==> config.mk <==
export PLATFORM = sky130hd
export DESIGN_NAME = ascon_perm_ctrl
export DESIGN_NICKNAME = d
export VERILOG_FILES = /design/src/rtl/ascon_pack.sv /design/src/rtl/ascon_perm_ctrl_round_counter.sv /design/src/rtl/ascon_perm_ctrl.sv
export SDC_FILE = /design/constraint.sdc
export NUM_CORES = 1
export LEC_CHECK = 0
export ABC_AREA = 1
export CAP_MARGIN = 20
export CORE_ASPECT_RATIO = 1.75
export CORE_MARGIN = 2
export CORE_UTILIZATION = 42
export DETAILED_ROUTE_END_ITERATION = 16
export PLACE_DENSITY_LB_ADDON = 0.05
export SYNTH_ARGS = -nofsm -noshare
export SYNTH_HDL_FRONTEND = slang
export SYNTH_SLANG_ARGS = --single-unit
==> constraint.sdc <==
create_clock -name clk_i -period 2 [get_ports clk_i]
set_input_delay 0.2 -clock clk_i [delete_from_list [all_inputs] [get_ports clk_i]]
set_output_delay 0.2 -clock clk_i [all_outputs]
set_load 0.02 [all_outputs]
==> src/rtl/ascon_pack.sv <==
// Shared types and round-index constants for the ASCON-128 permutation controller.
package ascon_pack;

    typedef enum logic [2:0] {
        S_IDLE,
        S_INIT,
        S_AD_WAIT,
        S_AD_PERM,
        S_PT_WAIT,
        S_PT_PERM,
        S_FINAL,
        S_DONE
    } ctrl_state_t;

    localparam int DEF_ROUNDS_A = 12;
    localparam int DEF_ROUNDS_B = 6;

    // Round constants are indexed 0..11; shorter permutations start part-way in.
    function automatic logic [3:0] round_first(input int nbRounds);
        return 4'(12 - nbRounds);
    endfunction

    localparam logic [3:0] ROUND_FIRST_A = round_first(DEF_ROUNDS_A);
    localparam logic [3:0] ROUND_FIRST_B = round_first(DEF_ROUNDS_B);
    localparam logic [3:0] ROUND_LAST    = 4'd11;

endpackage

==> src/rtl/ascon_perm_ctrl_round_counter.sv <==
// Round index counter: loads a start index and counts up to the last round, then holds.
module round_counter
    import ascon_pack::*;
(
    input  logic       clk_i,
    input  logic       rst_i,
    input  logic       i_load,
    input  logic [3:0] i_load_val,
    input  logic       i_enable,
    output logic [3:0] o_round,
    output logic       o_last
);

    logic [3:0] r_count;

    // Saturates at the last round so an idle permutation state can never wrap the index.
    always_ff @(posedge clk_i) begin
        if (rst_i) begin
            r_count <= '0;
        end else if (i_load) begin
            r_count <= i_load_val;
        end else if (i_enable && (r_count != ROUND_LAST)) begin
            r_count <= r_count + 4'd1;
        end
    end

    assign o_round = r_count;
    assign o_last  = (r_count == ROUND_LAST);

endmodule

==> src/rtl/ascon_perm_ctrl.sv <==
// Control FSM for one ASCON-128 job: init, AD absorb, PT/CT blocks, finalisation.
module ascon_perm_ctrl
    import ascon_pack::*;
#(
    parameter int NB_ROUNDS_A = DEF_ROUNDS_A,
    parameter int NB_ROUNDS_B = DEF_ROUNDS_B
) (
    input  logic       clk_i,
    input  logic       rst_i,
    input  logic       start_i,
    input  logic       decrypt_i,
    input  logic       has_ad_i,
    input  logic       blk_valid_i,
    input  logic       blk_last_i,
    output logic       blk_ready_o,
    output logic [3:0] round_o,
    output logic       sel_mux_perm_o,
    output logic       sel_muxData_perm_o,
    output logic       en_xor_begin_data_o,
    output logic       en_xor_begin_key_o,
    output logic       en_xor_end_lsb_o,
    output logic       en_xor_end_key_o,
    output logic       write_enable_data_o,
    output logic       write_enable_cipher_o,
    output logic       write_enable_tag_o,
    output logic       cipher_valid_o,
    output logic       tag_valid_o,
    output logic       busy_o
);

    localparam logic [3:0] FIRST_A = round_first(NB_ROUNDS_A);
    localparam logic [3:0] FIRST_B = round_first(NB_ROUNDS_B);

    ctrl_state_t r_state;
    ctrl_state_t w_next;

    logic       r_decrypt;
    logic       r_hasAd;
    logic       r_adLast;
    logic       r_cipherValid;
    logic       r_tagValid;

    logic       w_inPerm;
    logic       w_nextPerm;
    logic       w_load;
    logic [3:0] w_loadVal;
    logic [3:0] w_round;
    logic       w_last;
    logic       w_first;

    assign w_inPerm   = (r_state == S_INIT) || (r_state == S_AD_PERM) ||
                        (r_state == S_PT_PERM) || (r_state == S_FINAL);
    assign w_nextPerm = (w_next == S_INIT) || (w_next == S_AD_PERM) ||
                        (w_next == S_PT_PERM) || (w_next == S_FINAL);

    // Permutation states are only ever entered from a non-permutation state.
    assign w_load    = w_nextPerm && !w_inPerm;
    assign w_loadVal = ((w_next == S_INIT) || (w_next == S_FINAL)) ? FIRST_A : FIRST_B;
    assign w_first   = ((r_state == S_INIT) || (r_state == S_FINAL)) ? (w_round == FIRST_A)
                                                                     : (w_round == FIRST_B);

    round_counter u_round_counter (
        .clk_i      (clk_i),
        .rst_i      (rst_i),
        .i_load     (w_load),
        .i_load_val (w_loadVal),
        .i_enable   (w_inPerm),
        .o_round    (w_round),
        .o_last     (w_last)
    );

    always_ff @(posedge clk_i) begin
        if (rst_i) begin
            r_state       <= S_IDLE;
            r_decrypt     <= 1'b0;
            r_hasAd       <= 1'b0;
            r_adLast      <= 1'b0;
            r_cipherValid <= 1'b0;
            r_tagValid    <= 1'b0;
        end else begin
            r_state       <= w_next;
            r_cipherValid <= write_enable_cipher_o;
            r_tagValid    <= write_enable_tag_o;
            if ((r_state == S_IDLE) && start_i) begin
                r_decrypt <= decrypt_i;
                r_hasAd   <= has_ad_i;
            end
            if ((r_state == S_AD_WAIT) && blk_valid_i) begin
                r_adLast <= blk_last_i;
            end
        end
    end

    always_comb begin
        w_next = r_state;
        case (r_state)
            S_IDLE:    if (start_i) w_next = S_INIT;
            S_INIT:    if (w_last) w_next = r_hasAd ? S_AD_WAIT : S_PT_WAIT;
            S_AD_WAIT: if (blk_valid_i) w_next = S_AD_PERM;
            S_AD_PERM: if (w_last) w_next = r_adLast ? S_PT_WAIT : S_AD_WAIT;
            S_PT_WAIT: if (blk_valid_i) w_next = blk_last_i ? S_FINAL : S_PT_PERM;
            S_PT_PERM: if (w_last) w_next = S_PT_WAIT;
            S_FINAL:   if (w_last) w_next = S_DONE;
            S_DONE:    w_next = S_IDLE;
            default:   w_next = S_IDLE;
        endcase
    end

    // Moore decode of the datapath controls from state and round position.
    always_comb begin
        blk_ready_o           = 1'b0;
        sel_mux_perm_o        = 1'b0;
        sel_muxData_perm_o    = 1'b0;
        en_xor_begin_data_o   = 1'b0;
        en_xor_begin_key_o    = 1'b0;
        en_xor_end_lsb_o      = 1'b0;
        en_xor_end_key_o      = 1'b0;
        write_enable_data_o   = 1'b0;
        write_enable_cipher_o = 1'b0;
        write_enable_tag_o    = 1'b0;
        case (r_state)
            S_INIT: begin
                write_enable_data_o = 1'b1;
                sel_mux_perm_o      = !w_first;
                en_xor_end_key_o    = w_last;
                en_xor_end_lsb_o    = w_last && !r_hasAd;
            end
            S_AD_WAIT, S_PT_WAIT: begin
                blk_ready_o = 1'b1;
            end
            S_AD_PERM: begin
                write_enable_data_o = 1'b1;
                sel_mux_perm_o      = 1'b1;
                en_xor_begin_data_o = w_first;
                en_xor_end_lsb_o    = w_last && r_adLast;
            end
            S_PT_PERM: begin
                write_enable_data_o   = 1'b1;
                sel_mux_perm_o        = 1'b1;
                en_xor_begin_data_o   = w_first;
                write_enable_cipher_o = w_first;
                sel_muxData_perm_o    = w_first && r_decrypt;
            end
            S_FINAL: begin
                write_enable_data_o   = 1'b1;
                sel_mux_perm_o        = 1'b1;
                en_xor_begin_data_o   = w_first;
                en_xor_begin_key_o    = w_first;
                write_enable_cipher_o = w_first;
                sel_muxData_perm_o    = w_first && r_decrypt;
                en_xor_end_key_o      = w_last;
                write_enable_tag_o    = w_last;
            end
            default: ;
        endcase
    end

    assign round_o        = w_inPerm ? w_round : 4'd0;
    assign cipher_valid_o = r_cipherValid;
    assign tag_valid_o    = r_tagValid;
    assign busy_o         = (r_state != S_IDLE);

endmodule
==> flow_summary.toml <==
[layout]
fin_nets = 202
fin_util = 0.6159
area_delta_synth_final_pct = 40.23
final_common_cell = "nand2_1"
fin_area_um2 = 1400
antenna_cells = 0
layout_common_cells = "32 x nand2_1, 24 x nor2_1, 20 x inv_1"
drive_gt1_frac = 0.2618

[outcome]
outcome = "completed"

[routing]
wire_per_inst_um = 12.63
avgViaCountPerCell = 5.023
vias = 1085
post-route-drc-count = 0
drt_iter0_drc = 28
ant_nets = 0
dr.pass1.iters = 4
wl_um = 2729

[global_route]
antenna_found_initial = 0
grt_pass1_wl_um = 4153
grtUsageTotal = 0.2224
grt_overflow = 0
grt_max_degree = 10
first_global_vias = 995

[setup_path]
worst-setup-path-type = "reg2reg"
crit_required_ns = 2.17
critPathMostFrequentCell = "nand2_4"
cp-end-kind = "register"
cp_max_fo = 7
cp-start-kind = "register"
path_cells = "buf_4 -> ha_2 -> nand3_4 -> inv_2 -> nand2_4 -> nand2_4 -> nor3_4 -> nand2_2 -> nand3_4 -> nand2_4 -> nand3_1 -> nand2_1 -> nor2_1"
arrival_ns = 2.04
worst_path_largest_cell_delay_ns = 0.31
cpLargestDelayFamily = "simple AND/OR/NAND/NOR gates"
critPathSlowestCell = "dfxtp_1"
crit_buf_inv = 2

[sta]
fin_crit_sh = 0.9353
final_max_slew_viol_count = 0
fin_skew_ns = 0.0005917
max_slew_margin = 0.7629
worstMarginPinSlew_ns = 0.3546
rsz0062_at_grt = "no"
finalHoldViolCount = 0
finalSetupViolations = 0
fmax_ghz = 0.5346
hold_slack_ns = 0.4552
tns_ns = 0
period_minus_slack_ns = 1.871

[clocking]
clock_sinks = 12
htreeDepth = 1
cts.clk_slew.worst_paths_ns = 0.05
root_buffer = "clkbuf_8"
hold_buffers = 0
cts_buffers = 3
tritoncts = "yes"
clkLatencyLatePin_ns = 0.24
clockBufferDepth = 2

[logic_synthesis]
synth_area_um2 = 998.5
synth_nets = 163
synth_warnings = 0
synth-seq-cells = 12
synth_edf_count = 0
seq_area_frac_synth = 0.2406
synth_cells = 153
ys.flop_type = "dfxtp_1"
ys_types = 25
ys_async_sr_fraction = 0
avgSynthCellArea_um2 = 6.526

[pwr]
p_clk_frac = 0.377
ir_worst_vdd_v = 0.0003914
swShare = 0.2957
p_sw_uw = 209.0
p_leak_uw = 0.0007728
p_total_uw = 706.8
share_comb_of_total_power = 0.251
p_seq_frac = 0.371
intPower_uw = 497.8
power_density_nw_per_um2 = 504.8

[hold_path]
min_path_type = "reg2reg"

[floorplanning]
core.rowCount = 23
die_w_um = 40.86
coreArea_um2 = 2273
start_util = 0.4392
die_area_um2 = 2799
ios = 24
die_h_um = 68.50

[placed_design]
dpl.hpwl_um = 2203
place_congestion = 0.7894
placed_area_um2 = 1320
port_buffers = 23

[run]
drv_cap = 0
[final cells by class]
cell class              instances  area, um2
fillers                       215      873.3
multi-input cells             111      655.6
repair buffers                 36      310.3
flip-flops and latches         12      240.2
inverters                      28      107.6
clock buffers                   4      55.05
well taps                      25      31.28
[cells in the mapped netlist (2+ instances only)]
master   count  area [um2]
nand2_2      6       37.54
nand4_1      5       31.28
nand3_2      3       30.03
nor2_1      24       90.09
nand3_4      2       35.03
dfxtp_1     12       240.2
nand3_1     13       65.06
inv_2        7       26.28
ha_1         3       37.54
inv_1       20       75.07
o21ai_0      2       10.01
nand2_4      3       33.78
buf_4        2       15.01
a21oi_1      7       35.03
nor2_4       2       22.52
nor2_2       2       12.51
nand2_1     32       120.1
[kinds of logic after synthesis]
kind of cell | Yosys count | synth area share
DFF | 12 | 0.2406
buffers and inverters | 30 | 0.1228
AOI/OAI and AO/OA | 13 | 0.08647
and+or+nand+nor | 93 | 0.4950
adders and majority gates | 3 | 0.03760
xor gates and xnor gates | 2 | 0.01755
[per-stage QoR]
stage	instances	worst slack (ns)
3_5_place_dp	209	0.06181
2_1_floorplan	153	0.3349
5_1_grt	216	0.01227
4_1_cts	213	0.06132
3_3_place_gp	209	0.08651
6_report	216	0.1294
[layer usage]
layer	vias up	wire length, um	track usage	part of all wire
li1	556	-	-	-
met1	496	993	0.2056	0.36
met2	23	1551	0.4141	0.57
met3	10	71	0.03205	0.026
met4	0	111	0.1333	0.041
met5	-	0	0	0
[state kept, by name, indices dropped and copies added (netlist names)]
name                     flops
r_adLast                     1
r_decrypt                    1
u_round_counter.o_round      4
cipher_valid_o               1
tag_valid_o                  1
r_hasAd                      1
r_state                      3
[timing repair]
item	4_1_cts	5_1_grt
buffers inserted	0	3
pin swaps	0	2
setup endpoints to repair	12	4
resized for setup	12	10
hold endpoints to repair	0	0
[power groups by stage]
stage                     sequential (uW)  combinational [uW]  clock (uW)
after detailed placement              267                 175           0
after floorplan                       264                 117           0
after CTS                             262                 173         271
after global placement                266                 173           0
final                                 262                 178         267
after global routing                  263                 196         279
[tightest hold or removal path, cell delays in order, from the launching register on]
cell	delay [ns]
dfxtp_1	0.29
inv_1	0.06
a21oi_1	0.06
[path summary, 6_finish.rpt]
path                                           startpoint                                       to  slack [ns]  depth (start not counted)
setup / recovery  u_round_counter.o_round[0]$_SDFFE_PP0P_  u_round_counter.o_round[1]$_SDFFE_PP0P_        0.13                         13
hold / removal                     r_decrypt$_SDFFE_PP0P_                   r_decrypt$_SDFFE_PP0P_        0.46                          2
setup reg to reg  u_round_counter.o_round[0]$_SDFFE_PP0P_  u_round_counter.o_round[1]$_SDFFE_PP0P_        0.13                         13
hold reg to reg                    r_decrypt$_SDFFE_PP0P_                   r_decrypt$_SDFFE_PP0P_        0.46                          2
Power figures use the tool's default switching activity.
